<file path="src/rtl/cflog_wr_arbiter.sv">
// CF-Log write-port arbiter: serialises marker, live and cached entries into two 16-bit beats
// and maintains the log write pointer with wrap/overflow and a small live-entry skid queue.
module cflog_wr_arbiter #(
    parameter int unsigned ADDR_W     = 16,
    parameter int unsigned DATA_W     = 16,
    parameter int unsigned LIVE_DEPTH = 2
) (
    input  logic              clk,
    input  logic              reset_n,
    input  logic              live_req,
    input  logic [DATA_W-1:0] live_src,
    input  logic [DATA_W-1:0] live_dest,
    input  logic              cache_req,
    input  logic [DATA_W-1:0] cache_src,
    input  logic [DATA_W-1:0] cache_dest,
    output logic              cache_ack,
    input  logic              mark_req,
    input  logic [ADDR_W-1:0] mark_addr,
    input  logic [DATA_W-1:0] mark_upper,
    input  logic [DATA_W-1:0] mark_lower,
    input  logic [ADDR_W-1:0] log_min,
    input  logic [ADDR_W-1:0] log_max,
    output logic              log_wen,
    output logic [ADDR_W-1:0] log_addr,
    output logic [DATA_W-1:0] log_wdata,
    output logic [ADDR_W-1:0] log_ptr,
    output logic              busy,
    output logic              overflow,
    output logic              live_drop
);

    localparam int unsigned PtrW = (LIVE_DEPTH > 1) ? $clog2(LIVE_DEPTH) : 1;
    localparam int unsigned CntW = PtrW + 1;

    typedef enum logic [1:0] {StInit, StIdle, StWrSrc, StWrDst} state_e;

    state_e              state_q, state_d;
    logic [DATA_W-1:0]   ent_src_q, ent_src_d, ent_dst_q, ent_dst_d;
    logic [ADDR_W-1:0]   ent_base_q, ent_base_d;
    logic [ADDR_W-1:0]   ptr_q, ptr_d;
    logic                ovf_q, ovf_d, drop_q, drop_d;
    logic                mk_pend_q, mk_pend_d;
    logic [ADDR_W-1:0]   mk_addr_q, mk_addr_d;
    logic [DATA_W-1:0]   mk_upper_q, mk_upper_d, mk_lower_q, mk_lower_d;
    logic [DATA_W-1:0]   q_src_q [LIVE_DEPTH];
    logic [DATA_W-1:0]   q_src_d [LIVE_DEPTH];
    logic [DATA_W-1:0]   q_dst_q [LIVE_DEPTH];
    logic [DATA_W-1:0]   q_dst_d [LIVE_DEPTH];
    logic [PtrW-1:0]     wr_ptr_q, wr_ptr_d, rd_ptr_q, rd_ptr_d;
    logic [CntW-1:0]     cnt_q, cnt_d;

    logic                arb_en, grant_mark, grant_live, grant_cache;
    logic                q_empty, q_full, bypass, push, pop, accept, wrap;
    logic [ADDR_W:0]     nxt_full, end_full;
    logic [ADDR_W-1:0]   ptr_upd, cur_ptr;
    logic                unused_mark_lsb;

    assign unused_mark_lsb = mark_addr[0];
    assign q_empty = (cnt_q == '0);
    assign q_full  = (cnt_q == CntW'(LIVE_DEPTH));

    // Pointer that results from completing the entry currently in flight.
    assign nxt_full = {1'b0, ent_base_q} + (ADDR_W + 1)'(4);
    assign end_full = {1'b0, nxt_full[ADDR_W-1:0]} + (ADDR_W + 1)'(3);
    assign wrap     = nxt_full[ADDR_W] | (end_full > {1'b0, log_max});
    assign ptr_upd  = wrap ? log_min : nxt_full[ADDR_W-1:0];

    always_comb begin
        state_d     = state_q;
        ent_src_d   = ent_src_q;
        ent_dst_d   = ent_dst_q;
        ent_base_d  = ent_base_q;
        ptr_d       = ptr_q;
        ovf_d       = ovf_q;
        drop_d      = drop_q;
        mk_pend_d   = mk_pend_q;
        mk_addr_d   = mk_addr_q;
        mk_upper_d  = mk_upper_q;
        mk_lower_d  = mk_lower_q;
        q_src_d     = q_src_q;
        q_dst_d     = q_dst_q;
        wr_ptr_d    = wr_ptr_q;
        rd_ptr_d    = rd_ptr_q;
        arb_en      = 1'b0;
        cur_ptr     = ptr_q;
        grant_mark  = 1'b0;
        grant_live  = 1'b0;
        grant_cache = 1'b0;
        cache_ack   = 1'b0;
        log_wen     = 1'b0;
        log_addr    = '0;
        log_wdata   = '0;

        case (state_q)
            StInit: begin
                ptr_d   = log_min;
                state_d = StIdle;
            end
            StIdle: arb_en = 1'b1;
            StWrSrc: begin
                log_wen   = 1'b1;
                log_addr  = ent_base_q;
                log_wdata = ent_src_q;
                state_d   = StWrDst;
            end
            StWrDst: begin
                log_wen   = 1'b1;
                log_addr  = ent_base_q + ADDR_W'(2);
                log_wdata = ent_dst_q;
                ptr_d     = ptr_upd;
                ovf_d     = ovf_q | wrap;
                cur_ptr   = ptr_upd;
                arb_en    = 1'b1;
                state_d   = StIdle;
            end
            default: state_d = StInit;
        endcase

        // Same-cycle requests bypass their holding registers so a grant in IDLE costs no cycle.
        if (arb_en) begin
            if (mk_pend_q || mark_req) begin
                grant_mark = 1'b1;
                ent_src_d  = mark_req ? mark_upper : mk_upper_q;
                ent_dst_d  = mark_req ? mark_lower : mk_lower_q;
                ent_base_d = mark_req ? {mark_addr[ADDR_W-1:1], 1'b0} : mk_addr_q;
                state_d    = StWrSrc;
            end else if (!q_empty || live_req) begin
                grant_live = 1'b1;
                ent_src_d  = q_empty ? live_src : q_src_q[rd_ptr_q];
                ent_dst_d  = q_empty ? live_dest : q_dst_q[rd_ptr_q];
                ent_base_d = cur_ptr;
                state_d    = StWrSrc;
            end else if (cache_req) begin
                grant_cache = 1'b1;
                cache_ack   = 1'b1;
                ent_src_d   = cache_src;
                ent_dst_d   = cache_dest;
                ent_base_d  = cur_ptr;
                state_d     = StWrSrc;
            end
        end

        if (mark_req) begin
            mk_pend_d  = 1'b1;
            mk_addr_d  = {mark_addr[ADDR_W-1:1], 1'b0};
            mk_upper_d = mark_upper;
            mk_lower_d = mark_lower;
        end
        if (grant_mark) mk_pend_d = 1'b0;

        bypass = grant_live & q_empty;
        pop    = grant_live & ~q_empty;
        push   = live_req & ~bypass;
        accept = push & (~q_full | pop);
        if (push && q_full && !pop) drop_d = 1'b1;
        if (accept) begin
            q_src_d[wr_ptr_q] = live_src;
            q_dst_d[wr_ptr_q] = live_dest;
            wr_ptr_d          = wr_ptr_q + 1'b1;
        end
        if (pop) rd_ptr_d = rd_ptr_q + 1'b1;
        cnt_d = cnt_q + CntW'(accept) - CntW'(pop);
    end

    always_ff @(posedge clk or negedge reset_n) begin
        if (!reset_n) begin
            state_q    <= StInit;
            ent_src_q  <= '0;
            ent_dst_q  <= '0;
            ent_base_q <= '0;
            ptr_q      <= '0;
            ovf_q      <= 1'b0;
            drop_q     <= 1'b0;
            mk_pend_q  <= 1'b0;
            mk_addr_q  <= '0;
            mk_upper_q <= '0;
            mk_lower_q <= '0;
            q_src_q    <= '{default: '0};
            q_dst_q    <= '{default: '0};
            wr_ptr_q   <= '0;
            rd_ptr_q   <= '0;
            cnt_q      <= '0;
        end else begin
            state_q    <= state_d;
            ent_src_q  <= ent_src_d;
            ent_dst_q  <= ent_dst_d;
            ent_base_q <= ent_base_d;
            ptr_q      <= ptr_d;
            ovf_q      <= ovf_d;
            drop_q     <= drop_d;
            mk_pend_q  <= mk_pend_d;
            mk_addr_q  <= mk_addr_d;
            mk_upper_q <= mk_upper_d;
            mk_lower_q <= mk_lower_d;
            q_src_q    <= q_src_d;
            q_dst_q    <= q_dst_d;
            wr_ptr_q   <= wr_ptr_d;
            rd_ptr_q   <= rd_ptr_d;
            cnt_q      <= cnt_d;
        end
    end

    assign log_ptr   = ptr_q;
    assign overflow  = ovf_q;
    assign live_drop = drop_q;
    assign busy      = (state_q != StIdle && state_q != StInit) | mk_pend_q | ~q_empty | cache_req;

endmodule
</file>
<file path="config.mk">
export PLATFORM = sky130hd
export DESIGN_NAME = cflog_wr_arbiter
export DESIGN_NICKNAME = d
export VERILOG_FILES = /design/src/rtl/cflog_wr_arbiter.sv
export SDC_FILE = /design/constraint.sdc
export NUM_CORES = 1
export LEC_CHECK = 0
export BUFFER_PORTS_ARGS = -buffer_cell sky130_fd_sc_hd__buf_2
export CAP_MARGIN = 0
export CORE_AREA = 2 2 178 180
export CTS_CLUSTER_SIZE = 40
export DETAILED_ROUTE_END_ITERATION = 6
export DIE_AREA = 0 0 180 182
export SLEW_MARGIN = 20
export SYNTH_ARGS = -nofsm -noshare
export SYNTH_HDL_FRONTEND = slang
export SYNTH_SLANG_ARGS = --single-unit
export TNS_END_PERCENT = 30
</file>
<file path="constraint.sdc">
create_clock -name clk -period 4.7 [get_ports clk]
set_input_delay 0 -clock clk [delete_from_list [all_inputs] [get_ports clk]]
set_output_delay 0 -clock clk [all_outputs]
set_load 0.02 [all_outputs]
</file>
# After elaboration in Yosys (flattened, before gate mapping)
# Index checks and enable logic that the tools add are counted.
op_classes:
  n_bitwise: 15
  n_mul: 0
  n_eq_ne: 5
  reduce_logical: 18
  order_cmp: 4
  n_mux: 47
  n_addsub: 7
  n_shift: 0
  n_div: 0
ops:
  columns: ["cell", "n"]
  rows:
  - ["16-bit two-way mux", 23]
  - ["16-bit case mux with 2 select lines", 3]
  - ["32-bit bitwise mux", 2]
  - ["16-bit by 2-bit adder with 17-bit output (second input constant)", 1]
  - ["16-bit by 3-bit adder with 17-bit output (second input constant)", 1]
  - ["17-bit by 16-bit > comparator with 1-bit output", 1]
  - ["16-bit by 2-bit adder with 16-bit output (second input constant)", 1]
  - ["16-bit demux with 1-bit select", 1]
  - ["1-bit two-way mux", 13]
  - ["2-bit two-way mux", 4]
  - ["2-bit == test (second input constant)", 3]
  - ["1-bit bitwise OR", 6]
  - ["2-bit nonzero test", 3]
  - ["2-bit OR reduction", 3]
  - ["1-bit bitwise AND", 4]
  - ["2-bit greater-or-equal comparator (second input constant)", 2]
  - ["1-bit logical AND", 4]
  - ["2-bit logical NOT", 2]
  - ["1-bit NOT with 2-bit output", 2]
  - ["2-bit case mux with 2 select lines", 1]
  - ["1-bit NOT", 3]
  - ["3-bit nonzero test", 1]
  - ["1-bit adder (second input constant)", 2]
  - ["2-bit by 1-bit adder with 2-bit output", 1]
  - ["7 further kinds", 9]
totals:
  mem_bits_ro: 0
  ramBits: 0
  latchBits: 0
  out_inout_bits: 53
  input_bits: 149
  regBits: 185
  memories: 0

# Logic depth before layout (Yosys ltp)
depth:
  depth_word: 12
  depth_mapped: 19
  ltp_nobuf: 16

# Worst setup path before layout
# OpenSTA, ideal clock, no wires.
synth_path:
  path_type: "register to register"
  start: "register ent_base_q[2]"
  end: "register ent_base_q[1]"
  synth_period_minus_slack_ns: 3.812
  arrival_time_ns: 3.686
  path_buffers: 2
  setup_slack_ns: 0.888
  stages_incl_launch_ff: 18
  setup_ns: 0.126
  path_cell_list: "dfrtp_1 > ha_1 > buf_2 > a221o_1 > a221oi_4 > and3_1 > nand3_1 > nor2_1 > xnor2_1 > ha_1 > nand2_1 > nor3_1 > a21boi_0 > o31ai_1 > o211ai_2 > buf_6 > mux2_2 > a221o_1"
synth_via:
  elab_chain_len: 9
synth_rtl:
  columns: ["element", "line_no", "text"]
  rows:
  - ["from (decl)", "39", "logic [ADDR_W-1:0] ent_base_q, ent_base_d;"]
  - ["from (signal assigned)", "187", "ent_base_q <= ent_base_d;"]
  - ["16-bit by 3-bit adder with 17-bit output *", "63", "assign nxt_full = {1'b0, ent_base_q} + (ADDR_W + 1)'(4);"]
  - ["16-bit by 2-bit adder with 17-bit output", "64", "assign end_full = {1'b0, nxt_full[ADDR_W-1:0]} + (ADDR_W + 1)'(3);"]
  - ["17-bit by 16-bit > comparator with 1-bit output", "65", "assign wrap = nxt_full[ADDR_W] | (end_full > {1'b0, log_max});"]
  - ["1-bit bitwise OR *", "65", null]
  - ["16-bit two-way mux *", "66", "assign ptr_upd = wrap ? log_min : nxt_full[ADDR_W-1:0];"]
  - ["16-bit two-way mux *", "94", "case (state_q)"]
  - ["16-bit two-way mux", "133", "end else if (cache_req) begin"]
  - ["16-bit two-way mux *", "127", "end else if (!q_empty || live_req) begin"]
  - ["16-bit two-way mux *", "121", "if (mk_pend_q || mark_req) begin"]
# Every way passes the cells marked *; elsewhere a longest branch is shown, timed or not. The select of a mux whose other input is x is not followed.
# A chain may end at the register's enable or synchronous reset.

# Worst setup path in the final report
layout_path:
  start: "register ent_base_q[4]"
  end: "register ent_base_q[1]"
# The elaborated chain is that of the path after synthesis.

==> metrics.txt <==
# TYPE chip_impl_metric gauge
chip_impl_metric{name="slew_at_the_pin_closest_to_its_max_slew_limit",unit="ns"} 0.897
chip_impl_metric{name="clock_path_buffers",unit=""} 2
chip_impl_metric{name="synth_nets",unit=""} 1215
chip_impl_metric{name="tritoncts_num_sinks",unit=""} 185
chip_impl_metric{name="final_routed_drc_violation_total",unit=""} 0
chip_impl_metric{name="timing.max_cap.violations",unit=""} 0
chip_impl_metric{name="number_of_global_route_vias_before_repair",unit=""} 8873
chip_impl_metric{name="num_antenna_cells",unit=""} 0
chip_impl_metric{name="ys_seq_elements",unit=""} 185
chip_impl_metric{name="post-route-worst-setup-slack",unit="ns"} 0.353
chip_impl_metric{name="drive_gt1_share",unit="%"} 31.8
chip_impl_metric{name="ioPinCount",unit=""} 202
chip_impl_metric{name="final.hold.worst_slack",unit="ns"} 0.0293
chip_impl_metric{name="fmax",unit="MHz"} 230
chip_impl_metric{name="dieHeight",unit="um"} 182
chip_impl_metric{name="maximum_number_of_pins_on_one_net_before_global_route_repair",unit=""} 105
chip_impl_metric{name="detailroute.via_count",unit=""} 8770
chip_impl_metric{name="post_synth_num_cell_types",unit=""} 57
chip_impl_metric{name="finalCriticalPeriod",unit="ns"} 4.35
chip_impl_metric{name="async_reset_ff_share",unit="%"} 100
chip_impl_metric{name="postSynthCellCount",unit=""} 1037
chip_impl_metric{name="gp_routability_congestion",unit=""} 0.843
chip_impl_metric{name="drv_slew",unit=""} 0
chip_impl_metric{name="portBuffers",unit=""} 200
chip_impl_metric{name="p_leak",unit="nW"} 6.09
chip_impl_metric{name="avgRoutedWirePerCell",unit="um"} 18.8
chip_impl_metric{name="first_iter_violations",unit=""} 510
chip_impl_metric{name="chipWidth",unit="um"} 180
chip_impl_metric{name="final.setup_skew",unit="ns"} 0.0100
chip_impl_metric{name="detail_route.vias_per_cell",unit=""} 5.13
chip_impl_metric{name="initial_core_util",unit="%"} 34.5
chip_impl_info{name="clock_tree.root_cell",value="clkbuf_16"} 1
chip_impl_info{name="critPathCaptureType",value="register"} 1
chip_impl_metric{name="placedInstanceArea",unit="um2"} 12000
chip_impl_info{name="rsz_0062_raised_after_global_routing",value="false"} 1
chip_impl_metric{name="cts_buffers",unit=""} 17
chip_impl_metric{name="number_of_antenna_violations_at_the_first_check_in_global_routing",unit=""} 1
chip_impl_info{name="hp-class",value="primary input to register"} 1
chip_impl_info{name="outcome",value="finished, final reports clean"} 1
chip_impl_metric{name="grt.overflow.total",unit=""} 0
chip_impl_metric{name="critical_path_required",unit="ns"} 5.01
chip_impl_metric{name="drt.antenna.violating_nets",unit=""} 0
chip_impl_metric{name="count_of_synthesis_stage_warnings_from_yosys",unit=""} 0
chip_impl_metric{name="stdcell_area",unit="um2"} 13600
chip_impl_info{name="cts_tree",value="yes"} 1
chip_impl_metric{name="hold_depth",unit=""} 5
chip_impl_metric{name="timing.critical_path.fanout_max",unit=""} 12
chip_impl_metric{name="worst_slew_margin_rel",unit="%"} 40.0
chip_impl_metric{name="grtUsageMet3",unit="%"} 4.65
chip_impl_metric{name="worstSkewPairLatency",unit="ns"} 0.43
chip_impl_metric{name="arrival_worst_endpoint",unit="ns"} 4.65
chip_impl_metric{name="cts_setup_buffers",unit=""} 0
chip_impl_metric{name="max-vdd-ir-drop",unit="mV"} 0.370
chip_impl_metric{name="route.final.wire_length",unit="um"} 32200
chip_impl_metric{name="placementRows",unit=""} 65
chip_impl_metric{name="dp.final_hpwl",unit="um"} 21900
chip_impl_metric{name="dpl_worst_slack",unit="ns"} 0.378
chip_impl_metric{name="syn_avg_cell_area",unit="um2"} 10.3
chip_impl_metric{name="clkTransAtPathRegs",unit="ns"} 0.08
chip_impl_info{name="synth_ff_type",value="dfrtp_1"} 1
chip_impl_metric{name="power-per-cell-area",unit="nW/um2"} 675
chip_impl_metric{name="min_period_over_period",unit="%"} 92.5
chip_impl_metric{name="hold_viol",unit=""} 0
chip_impl_metric{name="synth_enable_flop_cells",unit=""} 0
chip_impl_metric{name="finish.utilization",unit="%"} 43.8
chip_impl_metric{name="drtPass1Iterations",unit=""} 5
chip_impl_metric{name="grt_first_pass_wirelength",unit="um"} 50500
chip_impl_metric{name="met2_usage",unit="%"} 33.5
chip_impl_metric{name="fin_tns_setup",unit="ns"} 0
chip_impl_metric{name="reg2reg_depth",unit=""} 15
chip_impl_metric{name="setup_slack_on_the_worst_flop_to_flop_path",unit="ns"} 0.35
chip_impl_metric{name="die_area",unit="um2"} 32800
chip_impl_metric{name="setup-violations-final",unit=""} 0
chip_impl_info{name="grt-busiest-layer",value="met2"} 1
chip_impl_metric{name="mappedNetlistArea",unit="um2"} 10700
chip_impl_info{name="type_of_the_worst_setup_path",value="register to register"} 1
chip_impl_info{name="worst_setup_path_start_kind",value="register"} 1
chip_impl_metric{name="synth_seq_area_share",unit="%"} 43.3
chip_impl_metric{name="core",unit="um2"} 31000
chip_impl_metric{name="area_delta_synth_final",unit="%"} 27.0
chip_impl_metric{name="gr-usage-all-layers",unit="%"} 19.7
chip_impl_metric{name="layout.nets",unit=""} 1472
chip_impl_metric{name="global_route.usage.met1",unit="%"} 25.4
chip_impl_metric{name="htree_levels",unit=""} 4
## synth_stat cells (all sizes together), types with 4 or more instances
master,number,share of area [%]
xor2,19,1.6
a22o,17,1.4
xnor2,24,2.0
a221o,4,0.37
clkbuf,54,1.9
nand4,8,0.53
and3,13,0.76
nand3,13,0.61
buf,26,1.4
nor2,76,2.7
mux2,145,15
a21oi,52,2.4
dfrtp,185,43
ha,29,3.4
nand2,99,3.5
mux2i,83,7.8
a31oi,34,2.0
o211ai,35,2.6
nor3,25,1.2
inv,34,1.2
o21ai,26,1.2
## power by group
part	internal, mW	switching [mW]	total [mW]
combinational	2.10	2.85	4.95
sequential	2.26	0.557	2.82
clock	0.734	0.662	1.40
## path summary, 6_finish.rpt
kind                                            from                        end
setup / recovery           ent_base_q[4]$_DFFE_PN0P_  ent_base_q[1]$_DFFE_PN0P_
hold / removal                          cache_src[5]   ent_src_q[5]$_DFFE_PN0P_
setup reg to reg           ent_base_q[4]$_DFFE_PN0P_  ent_base_q[1]$_DFFE_PN0P_
hold reg to reg                live_drop$_DFFE_PN0P_      live_drop$_DFFE_PN0P_
max in group asynchronous                    reset_n  ent_base_q[8]$_DFFE_PN0P_
min in group asynchronous                    reset_n     q_dst_q[7]$_DFFE_PN0P_
## metrics by stage
step                cells  power (mW)
finish               1709        9.16
global route         1709        9.85
CTS                  1709        9.27
detailed placement   1580        7.78
global placement     1580        7.66
floorplan            1037        6.30
## logic make-up (layout without fill, tap and decap cells)
family / Yosys count / after routing / share of synthesized area [%]
simple gates: 250 / 250 / 10.5
fa+ha+maj: 29 / 29 / 3.39
xor+xnor: 43 / 43 / 3.52
mux: 228 / 228 / 23.0
flops: 185 / 185 / 43.3
compound gates: 188 / 188 / 11.7
buf+inv: 114 / 384 / 4.51
## layout make-up
class | count | area (um2)
fillers | 2976 | 17400
repair buffers | 318 | 2150
inverters | 34 | 128
well taps | 402 | 503
clock buffers | 17 | 425
multi-input cells | 738 | 5610
flip-flops and latches | 185 | 4630
clock inverters | 15 | 126
## what timing repair did
action                    CTS  global route
hold buffers               97             0
hold endpoints to repair  246             0
gates resized for setup     0             0
## flip-flops by register name, summed over array words and instances (netlist names), 16 cells and up, named ones only
name	cells
q_dst_q	32
mk_lower_q	16
ent_base_q	16
ent_src_q	16
mk_addr_q	16
log_ptr	16
ent_dst_q	16
q_src_q	32
mk_upper_q	16
## critical path, stage by stage, from the launching register on
cell	delay, ns
dfrtp_1	0.57
nand3_1	0.19
or3_4	0.42
a221oi_4	0.35
and3_1	0.30
nand3_1	0.10
nor2_1	0.13
xnor2_1	0.13
ha_1	0.26
nand2_1	0.13
nor3_1	0.09
a21boi_0	0.13
o31ai_1	0.42
o211ai_2	0.34
mux2_2	0.35
a221o_1	0.32
## layout by cell type, fill, tap and decap left out, drive strengths merged, types with 3 or more instances in the layout
cell type      n
xor2          19
nand3         13
ha            29
a21o           3
xnor2         24
inv           38
and3          13
or3            3
clkinv         8
o21ai         26
mux2         145
buf          220
nand2         99
mux2i         83
nor2b          3
o211ai        35
nor2          76
nand4          8
a221o          4
nor3          25
a31oi         34
dlygate4sd3   97
clkbuf        18
dfrtp        185
a22o          17
a21oi         52
## metal layers
metal	routed length, um	share of wire, %
met4	449	1.4
met1	14300	44
met3	2020	6.3
met5	13	0.040
met2	15500	48
(Power assumes the default switching activity.)
